===== config.mk =====
export PLATFORM = sky130hd
export DESIGN_NAME = store_drain_buffer_flat
export DESIGN_NICKNAME = d
export VERILOG_FILES = /design/src/rtl/store_drain_buffer_if.sv /design/src/rtl/store_drain_buffer.sv /design/src/flat_wrapper.sv
export SDC_FILE = /design/constraint.sdc
export NUM_CORES = 1
export LEC_CHECK = 0
export CORE_UTILIZATION = 60
export CTS_CLUSTER_DIAMETER = 200
export CTS_CLUSTER_SIZE = 30
export DETAILED_ROUTE_END_ITERATION = 12
export PLACE_DENSITY = 0.85
export SYNTH_ARGS = -nofsm -noshare
export SYNTH_HDL_FRONTEND = slang
export SYNTH_SLANG_ARGS = --single-unit

===== constraint.sdc =====
create_clock -name clk_i -period 10.45 [get_ports clk_i]
set_input_delay 1.045 -clock clk_i [delete_from_list [all_inputs] [get_ports clk_i]]
set_output_delay 1.045 -clock clk_i [all_outputs]
set_load 0.02 [all_outputs]

===== src/rtl/store_drain_buffer_if.sv =====
// Handshake bundle for store_drain_buffer: commit-side enqueue, data_mem drain port,
// forwarding lookup and occupancy status. The slave modport is the buffer's view.
interface store_drain_buffer_if #(
  parameter int DEPTH  = 4,
  parameter int ADDR_W = 17,
  parameter int DATA_W = 32
);
  localparam int CNT_W = $clog2(DEPTH) + 1;

  logic              in_valid;
  logic              in_ready;
  logic [ADDR_W-1:0] in_addr;
  logic [DATA_W-1:0] in_data;

  logic              mem_ready;
  logic              mem_we;
  logic [ADDR_W-1:0] mem_addr;
  logic [DATA_W-1:0] mem_din;

  logic [ADDR_W-1:0] fwd_addr;
  logic              fwd_hit;
  logic [DATA_W-1:0] fwd_data;

  logic [CNT_W-1:0]  count;
  logic              idle;

  modport master (
    output in_valid, in_addr, in_data, mem_ready, fwd_addr,
    input  in_ready, mem_we, mem_addr, mem_din, fwd_hit, fwd_data, count, idle
  );

  modport slave (
    input  in_valid, in_addr, in_data, mem_ready, fwd_addr,
    output in_ready, mem_we, mem_addr, mem_din, fwd_hit, fwd_data, count, idle
  );
endinterface


===== src/rtl/store_drain_buffer.sv =====
// Post-commit store queue: in-order drain to data_mem with youngest-match load forwarding.
// Define STORE_DRAIN_COALESCE_EN to merge a store into the youngest entry on address match.
module store_drain_buffer #(
  parameter int DEPTH  = 4,
  parameter int ADDR_W = 17,
  parameter int DATA_W = 32
) (
  input logic                 clk_i,
  input logic                 rst_n_i,
  store_drain_buffer_if.slave bus
);
  localparam int PTR_W = $clog2(DEPTH);
  localparam int CNT_W = PTR_W + 1;

  logic [ADDR_W-1:0] addr_q [DEPTH];
  logic [DATA_W-1:0] data_q [DEPTH];

  logic [PTR_W-1:0] head_q, head_d;
  logic [PTR_W-1:0] tail_q, tail_d;
  logic [CNT_W-1:0] count_q, count_d;

  logic [PTR_W-1:0] youngest;
  logic             nonempty;
  logic             full;
  logic             deq;
  logic             coal_match;
  logic             in_ready;
  logic             enq;
  logic             alloc;
  logic             coal_wr;

  assign youngest = tail_q - 1'b1;
  assign nonempty = (count_q != '0);
  assign full     = (count_q == CNT_W'(DEPTH));
  assign deq      = nonempty && bus.mem_ready;

`ifdef STORE_DRAIN_COALESCE_EN
  // A head entry leaving this cycle cannot absorb the new store; it allocates instead.
  assign coal_match = nonempty && (addr_q[youngest] == bus.in_addr)
                      && !((count_q == CNT_W'(1)) && deq);
`else
  assign coal_match = 1'b0;
`endif

  assign in_ready = !full || deq || coal_match;
  assign enq      = bus.in_valid && in_ready;
  assign alloc    = enq && !coal_match;
  assign coal_wr  = enq && coal_match;

  assign bus.in_ready = in_ready;
  assign bus.mem_we   = deq;
  assign bus.mem_addr = addr_q[head_q];
  assign bus.mem_din  = data_q[head_q];
  assign bus.count    = count_q;
  assign bus.idle     = !nonempty;

  // Forwarding: entries are scanned by age offset from head so the youngest match wins.
  logic [PTR_W-1:0] fwd_idx [DEPTH];
  logic [DEPTH-1:0] fwd_match;

  generate
    for (genvar gi = 0; gi < DEPTH; gi++) begin : g_fwd
      assign fwd_idx[gi]   = head_q + PTR_W'(gi);
      assign fwd_match[gi] = (CNT_W'(gi) < count_q)
                             && (addr_q[fwd_idx[gi]] == bus.fwd_addr);
    end
  endgenerate

  logic              fwd_hit;
  logic [DATA_W-1:0] fwd_data;

  always_comb begin
    fwd_hit  = 1'b0;
    fwd_data = '0;
    for (int k = 0; k < DEPTH; k++) begin
      if (fwd_match[k]) begin
        fwd_hit  = 1'b1;
        fwd_data = data_q[fwd_idx[k]];
      end
    end
  end

  assign bus.fwd_hit  = fwd_hit;
  assign bus.fwd_data = fwd_data;

  always_comb begin
    head_d  = head_q + PTR_W'(deq);
    tail_d  = tail_q + PTR_W'(alloc);
    count_d = count_q + CNT_W'(alloc) - CNT_W'(deq);
  end

  always_ff @(posedge clk_i or negedge rst_n_i) begin
    if (!rst_n_i) begin
      head_q  <= '0;
      tail_q  <= '0;
      count_q <= '0;
    end else begin
      head_q  <= head_d;
      tail_q  <= tail_d;
      count_q <= count_d;
    end
  end

  // Payload storage carries no reset; occupancy is defined solely by count_q.
  always_ff @(posedge clk_i) begin
    if (alloc) begin
      addr_q[tail_q] <= bus.in_addr;
      data_q[tail_q] <= bus.in_data;
    end else if (coal_wr) begin
      data_q[youngest] <= bus.in_data;
    end
  end

  a_count_bound: assert property (@(posedge clk_i) disable iff (!rst_n_i)
    count_q <= CNT_W'(DEPTH));
  a_no_overflow: assert property (@(posedge clk_i) disable iff (!rst_n_i)
    !(full && alloc && !deq));
  a_no_underflow: assert property (@(posedge clk_i) disable iff (!rst_n_i)
    !(deq && !nonempty));
endmodule


===== src/flat_wrapper.sv =====
// flat-port wrapper written by rule: the top's interface ports become plain ports
module store_drain_buffer_flat 
#(
  parameter int DEPTH  = 4,
  parameter int ADDR_W = 17,
  parameter int DATA_W = 32
)
  (clk_i, rst_n_i, bus_in_valid, bus_in_addr, bus_in_data, bus_mem_ready, bus_fwd_addr, bus_in_ready, bus_mem_we, bus_mem_addr, bus_mem_din, bus_fwd_hit, bus_fwd_data, bus_count, bus_idle);
  store_drain_buffer_if #(.DEPTH(DEPTH), .ADDR_W(ADDR_W), .DATA_W(DATA_W)) bus_i ();
  input logic clk_i;
  input logic rst_n_i;
  input wire logic [$bits(bus_i.in_valid)-1:0] bus_in_valid;
  input wire logic [$bits(bus_i.in_addr)-1:0] bus_in_addr;
  input wire logic [$bits(bus_i.in_data)-1:0] bus_in_data;
  input wire logic [$bits(bus_i.mem_ready)-1:0] bus_mem_ready;
  input wire logic [$bits(bus_i.fwd_addr)-1:0] bus_fwd_addr;
  output wire logic [$bits(bus_i.in_ready)-1:0] bus_in_ready;
  output wire logic [$bits(bus_i.mem_we)-1:0] bus_mem_we;
  output wire logic [$bits(bus_i.mem_addr)-1:0] bus_mem_addr;
  output wire logic [$bits(bus_i.mem_din)-1:0] bus_mem_din;
  output wire logic [$bits(bus_i.fwd_hit)-1:0] bus_fwd_hit;
  output wire logic [$bits(bus_i.fwd_data)-1:0] bus_fwd_data;
  output wire logic [$bits(bus_i.count)-1:0] bus_count;
  output wire logic [$bits(bus_i.idle)-1:0] bus_idle;
  assign bus_i.in_valid = bus_in_valid;
  assign bus_i.in_addr = bus_in_addr;
  assign bus_i.in_data = bus_in_data;
  assign bus_i.mem_ready = bus_mem_ready;
  assign bus_i.fwd_addr = bus_fwd_addr;
  assign bus_in_ready = bus_i.in_ready;
  assign bus_mem_we = bus_i.mem_we;
  assign bus_mem_addr = bus_i.mem_addr;
  assign bus_mem_din = bus_i.mem_din;
  assign bus_fwd_hit = bus_i.fwd_hit;
  assign bus_fwd_data = bus_i.fwd_data;
  assign bus_count = bus_i.count;
  assign bus_idle = bus_i.idle;
  store_drain_buffer #(.DEPTH(DEPTH), .ADDR_W(ADDR_W), .DATA_W(DATA_W)) u_core (.clk_i(clk_i), .rst_n_i(rst_n_i), .bus(bus_i));
endmodule

==> flow_metrics.tcl, run 1 <==
set metrics [dict create \
    status "finished, final reports clean" \
    io_buffers 157 \
    slew_violations 0 \
    ys_ff_latch 203 \
    synth-adder-area-share_pct 0.724 \
    ys_async_sr_fraction_pct 3.45 \
    fin_nets 1198 \
    antenna_found_initial 1 \
    syn-instance-count 1045 \
    swShare_pct 43.3 \
    hold_class "register to register" \
    cp_max_fo 81 \
    fp.dieW_um 150 \
    avgSynthCellArea_um2 12.6 \
    hold_path_end "u_core.tail_q[0]$_DFF_PN0_" \
    track_usage_pct 30.9 \
    fin_setup_tns_ns 0 \
    grt_pass1_vias 9527 \
    max_freq_ghz 0.133 \
    synth-simple-area-share_pct 6.55 \
    area_growth_pct 13.8 \
    p_per_area_nw_per_um2 290 \
    drive_above_1_share_pct 13.5 \
    layout_setup_ws_ns 2.96 \
    cts.sinks 203 \
    cts_setup_buffers 0 \
    ys.flop_type "edfxtp_1" \
    hold_viol 0 \
    ir_drop_v 0.000280 \
    crit_type "register to primary output" \
    cp_slowest_cell "buf_4" \
    core_um2 21200 \
    numCtsBuffers 10 \
    grt_overflow 0 \
    grt.met2_usage_pct 50.1 \
    dp_hpwl_um 22500 \
    pre_cts_slack_ns 3.58 \
    drc 0 \
    num-fill-cells 1506 \
    syn-num-nets 1122 \
    totalWireLength_um 35200 \
    num_rows 53 \
    ys_seq_area_share_pct 46.1 \
    critPathLaunchType "register" \
    slew-limit-headroom_pct 11.8 \
    drt_iter0_drc 1262 \
    p_seq_share_pct 27.9 \
    cp-end-kind "primary output" \
    reg2regPathDepth 5 \
    crit_top_cell "buf_4" \
    cts_root_buf "clkbuf_16" \
    p_switching_mw 1.87 \
    maxCapViolCount 0 \
    p_leak_nw 4.87 \
    synth_xor_area_share_pct 4.46 \
    via_per_inst 7.29 \
    cts_tree "built" \
    clk_pin_slew_ns 0.12 \
    insertion_delay_ns 0.48 \
    regToRegEndpoint "u_core.addr_q[0][9]$_DFFE_PP_" \
    setup_violations 0 \
    synth_compound_area_share_pct 14.3 \
    synth_edf_count 196 \
    synth_top_family_by_area "multiplexers" \
    holdBufCountCts 0 \
    place_area_um2 14700 \
    ctsHtreeMaxLevel 1 \
    grt.met1_usage_pct 42.0 \
    pwr-share-clk_pct 10.4 \
    synth.distinct_cells 64 \
    grt_max_degree 82 \
    rsz0062_at_grt "false" \
    use_met3_pct 4.79 \
    synth_area_um2 13100 \
    die_y_um 150 \
    fin_crit_ns 7.49 \
    synth_mux_area_share_pct 22.8 \
    cp_slowest_stage_delay_ns 0.94 \
    regToRegStartpoint "u_core.bus.count[2]$_DFF_PN0_" \
    ant_nets 0 \
    min_from "u_core.tail_q[0]$_DFF_PN0_" \
    multiInputGateArea_um2 6470 \
    start_util_pct 61.9 \
    routed-via-count 10210 \
    p_total_mw 4.33 \
    firstDrtPassIters 6 \
    cell_internal_pwr_mw 2.46 \
    routedWlPerCell_um 25.1 \
    die-area_um2 22500 \
    min_path_cells 1 \
    grt_pass1_wl_um 53100 \
    arrival_ns 6.45 \
    p_comb_share_pct 61.7 \
    tightest_slew_ns 1.32 \
    grt-busiest-layer "met2" \
    place_congestion 0.931 \
    clock-skew-final_ns 0.0260 \
    area.sequential_um2 6070 \
    yosysWarnings 0 \
    clock_path_buffers 3 \
    path_cells "buf_4 -> mux4_2 -> xor2_1 -> or3_1 -> buf_4 -> or3_2 -> nand2_1 -> buf_4 -> o22ai_1 -> clkdlybuf4s50_1" \
    reg2reg_setup_slack_ns 7.64 \
    io-pin-count 158 \
    postCtsResizedCells 0 \
    timing.final.crit_share_pct 71.7 \
    cp.required_ns 9.41 \
    final_area_um2 15000 \
]
==> registers in the layout, indices dropped and copies added (netlist names) <==
name,cells
u_core.addr_q,68
u_core.data_q,128
u_core.bus.count,3
u_core.head_q,2
u_core.tail_q,2
==> critical path, delay by kind of cell, from the launching register on <==
family / cells / cell delay, ns
xor gates and xnor gates: 1 / 0.21
DFF: 1 / 0.82
and+or+nand+nor: 3 / 1.63
AOI/OAI and AO/OA: 1 / 0.16
buffers and inverters: 4 / 2.42
muxes: 1 / 0.62
==> per-layer routing <==
metal  routed length [um]  vias to the layer above  share of wire [%]
li1                     -                     4412                  -
met2                17000                      689                 48
met5                    0                        -                  0
met3                 3580                      109                 10
met4                 1130                        0                3.2
met1                13500                     5000                 38
==> cell usage in the layout (no fill, tap or decap), types with 7 or more instances in the layout <==
master	instances
edfxtp_1	196
xnor2_1	49
nor2b_1	11
o22ai_1	31
o31ai_1	18
nand2_1	45
buf_4	18
nor4_1	7
nor2_1	26
a31oi_1	68
mux4_2	49
mux2_2	53
or4_1	13
and2_1	10
clkbuf_16	11
a2111oi_0	30
nand4_1	7
clkdlybuf4s50_1	157
o311a_1	15
inv_1	14
nor3_1	22
o41ai_1	26
mux2i_1	124
xor2_1	18
a21oi_1	12
o31a_1	9
==> worst max path at each step <==
stage	to	slack, ns	startpoint	cells after the start
floorplan	u_core.addr_q[1][0]$_DFFE_PP_	4.92	bus_mem_ready	3
global placement	bus_fwd_data[30]	3.76	u_core.head_q[1]$_DFF_PN0_	10
detailed placement	bus_fwd_data[19]	3.58	u_core.head_q[1]$_DFF_PN0_	10
CTS	bus_fwd_data[19]	3.04	u_core.head_q[1]$_DFF_PN0_	10
global route	bus_fwd_data[26]	2.66	u_core.head_q[1]$_DFF_PN0_	10
finish	bus_fwd_data[0]	2.96	u_core.head_q[1]$_DFF_PN0_	10
==> cell type report <==
class / instances / area share (%)
Antenna cell: 1 / 0.0167
Timing Repair Buffer: 175 / 11.4
Tap cell: 275 / 2.30
Multi-Input combinational cell: 716 / 43.3
Clock inverter: 1 / 0.0586
Clock buffer: 15 / 1.94
Inverter: 15 / 0.393
Sequential cell: 203 / 40.6
==> Yosys cell counts (14+ instances only) <==
library cell	number	area (um^2)
buf_2	35	175
nor2_1	28	105
xnor2_1	49	429
nand2_1	45	169
mux4_2	49	1100
nor3_1	25	125
inv_1	14	52.6
xor2_1	18	158
mux2i_1	124	1240
o41ai_1	26	228
o31ai_1	18	135
edfxtp_1	196	5890
mux2_2	53	597
a2111oi_0	30	263
a31oi_1	68	425
o311a_1	15	150
clkbuf_1	46	173
o22ai_1	31	194
==> power groups by stage <==
stage	registers, mW	clock network [mW]	logic (mW)
after CTS	1.20	0.457	2.64
after floorplan	1.17	0	1.88
after global routing	1.23	0.478	2.82
final	1.21	0.452	2.67
after detailed placement	1.22	0	2.62
after global placement	1.21	0	2.58
==> kinds of logic after synthesis <==
kind of cell             count (synthesis)
adder cells (fa/ha/maj)                  7
AND/OR/NAND/NOR                        167
multiplexers                           230
flip-flops                             203
AO/OA/AOI/OAI                          245
XOR/XNOR                                67
buffers and inverters                  126
==> through the flow <==
stage | util [%] | cells | hold slack (ns)
after floorplan | - | 1045 | 0.488
final | 70.5 | 1401 | 0.693
after CTS | 70.4 | 1400 | 0.693
after detailed placement | 69.0 | 1384 | 0.668
after global placement | 69.0 | 1384 | 0.618
after global routing | 70.5 | 1401 | 0.727
(Power assumes the default switching activity.)
==> run 2: changes to the inputs <==
- CORE_UTILIZATION: 60 -> 52
- PLACE_DENSITY: 0.85 -> 0.78
- clock period: 10.45 -> 6.5 ns (I/O delays scaled with it)
==> run 2 against run 1 <==
  * Combinational power grew 58%
  * Clock power is 58% higher
  * Total power up 60%
  * Clock-buffer cell count decreased by 3
==> flow_metrics.tcl, run 2 (synthesis results as in run 1) <==
set metrics [dict create \
    fin_crit_ns 5.93 \
    drive_above_1_share_pct 14.5 \
    slew-limit-headroom_pct 30.7 \
    cts_setup_buffers 0 \
    grt_pass1_vias 9785 \
    cts_root_buf "clkbuf_16" \
    critPathLaunchType "register" \
    start_util_pct 53.6 \
    clock_path_buffers 3 \
    grt_overflow 0 \
    via_per_inst 6.91 \
    place_area_um2 14800 \
    clock-skew-final_ns 0.0285 \
    regToRegEndpoint "u_core.addr_q[2][0]$_DFFE_PP_" \
    reg2reg_setup_slack_ns 3.73 \
    fin_setup_tns_ns 0 \
    insertion_delay_ns 0.49 \
    postCtsResizedCells 0 \
    pre_cts_slack_ns 1.23 \
    hold_viol 0 \
    ctsHtreeMaxLevel 1 \
    cts.sinks 203 \
    cp.required_ns 5.85 \
    cp_max_fo 37 \
    arrival_ns 5.28 \
    totalWireLength_um 35300 \
    final_common_cell "edfxtp_1" \
    hold_ws_ns 0.439 \
    numCtsBuffers 10 \
    antenna_found_initial 1 \
    place_congestion 0.881 \
    reg2regPathDepth 7 \
    cp-endpoint "bus_fwd_data[18]" \
    dp_hpwl_um 23100 \
    crit_type "register to primary output" \
    status "finished, final reports clean" \
    hold_class "primary input to asynchronous set/reset pin" \
    routedWlPerCell_um 24.1 \
    cts_tree "built" \
    fin_nets 1212 \
    cp-end-kind "primary output" \
    io_buffers 157 \
    fp.dieW_um 161 \
    die-area_um2 25900 \
    timing.final.crit_share_pct 91.2 \
    p_leak_nw 4.93 \
    setup_violations 0 \
    largest_reg_flops 128 \
    num_rows 57 \
    max_freq_ghz 0.169 \
    top_register "u_core.data_q" \
    regToRegStartpoint "u_core.bus.count[2]$_DFF_PN0_" \
    grt_max_degree 76 \
    ir_drop_v 0.000294 \
    layout_setup_ws_ns 0.570 \
    io-pin-count 158 \
    routed-via-count 10101 \
    grt_pass1_wl_um 54600 \
    holdBufCountCts 0 \
    slew_violations 0 \
    core_um2 24500 \
    drt_iter0_drc 1090 \
    maxCapViolCount 0 \
    final_cell_mix "edfxtp_1, clkdlybuf4s50_1, mux2i_1, a31oi_1, mux2_2" \
    rsz0062_at_grt "false" \
    drc 0 \
    clk_pin_slew_ns 0.11 \
    crit_start "u_core.head_q[1]$_DFF_PN0_" \
    p_per_area_nw_per_um2 459 \
    firstDrtPassIters 6 \
    track_usage_pct 26.9 \
    final_area_um2 15100 \
    tightest_slew_ns 1.04 \
    area_growth_pct 14.9 \
    die_y_um 161 \
    ant_nets 0 \
]
==> run 2: critical path, cell delays in order (launching register included) <==
cell and delay, ns:
dfrtp_4 0.82, buf_4 0.34, buf_4 0.44, mux4_2 0.38
xnor2_1 0.14, nor2_1 0.06, o2111ai_1 0.28, or2_1 0.63
nand2_1 0.44, buf_12 0.29, o22ai_1 0.25, clkdlybuf4s50_1 0.67
==> run 2: how the worst min path moves through the flow <==
stage	start	endpoint	slack (ns)	depth (start not counted)
after floorplan	rst_n_i	u_core.bus.count[0]$_DFF_PN0_	0.35	0
after global placement	u_core.tail_q[1]$_DFF_PN0_	u_core.tail_q[1]$_DFF_PN0_	0.54	1
after detailed placement	u_core.tail_q[1]$_DFF_PN0_	u_core.tail_q[1]$_DFF_PN0_	0.56	1
after CTS	rst_n_i	u_core.head_q[0]$_DFF_PN0_	0.45	1
after global routing	rst_n_i	u_core.head_q[0]$_DFF_PN0_	0.46	1
final	rst_n_i	u_core.head_q[0]$_DFF_PN0_	0.44	1
==> run 2: power breakdown <==
part / switching, mW / internal, mW
Combinational: 2.32 / 1.91
Sequential: 0.249 / 1.74
Clock: 0.404 / 0.311
==> run 2: stage by stage <==
stage          total power [mW]  instances  util (%)
6_report                   6.93       1461      61.6
5_1_grt                    7.26       1461      61.6
4_1_cts                    6.90       1460      61.6
3_5_place_dp               6.18       1447      60.4
3_3_place_gp               6.12       1447      60.4
2_1_floorplan              4.91       1045         -
==> run 2: layout make-up <==
type,count,area [um^2]
clock buffers,12,279
well taps,324,405
fillers,1926,9430
repair buffers,189,1820
multi-input cells,716,6460
flip-flops and latches,203,6070
inverters,15,58.8
diodes,1,2.50
clock inverters,1,8.76
==> run 2: layer usage <==
layer	vias to the layer above	part of all wire (%)	global-route usage (%)	wire length (um)
met5	-	0	0	0
met1	4949	41	38.2	14500
met2	630	46	42.0	16300
met3	93	8.9	3.67	3150
met4	0	3.7	11.0	1300
li1	4429	-	-	-
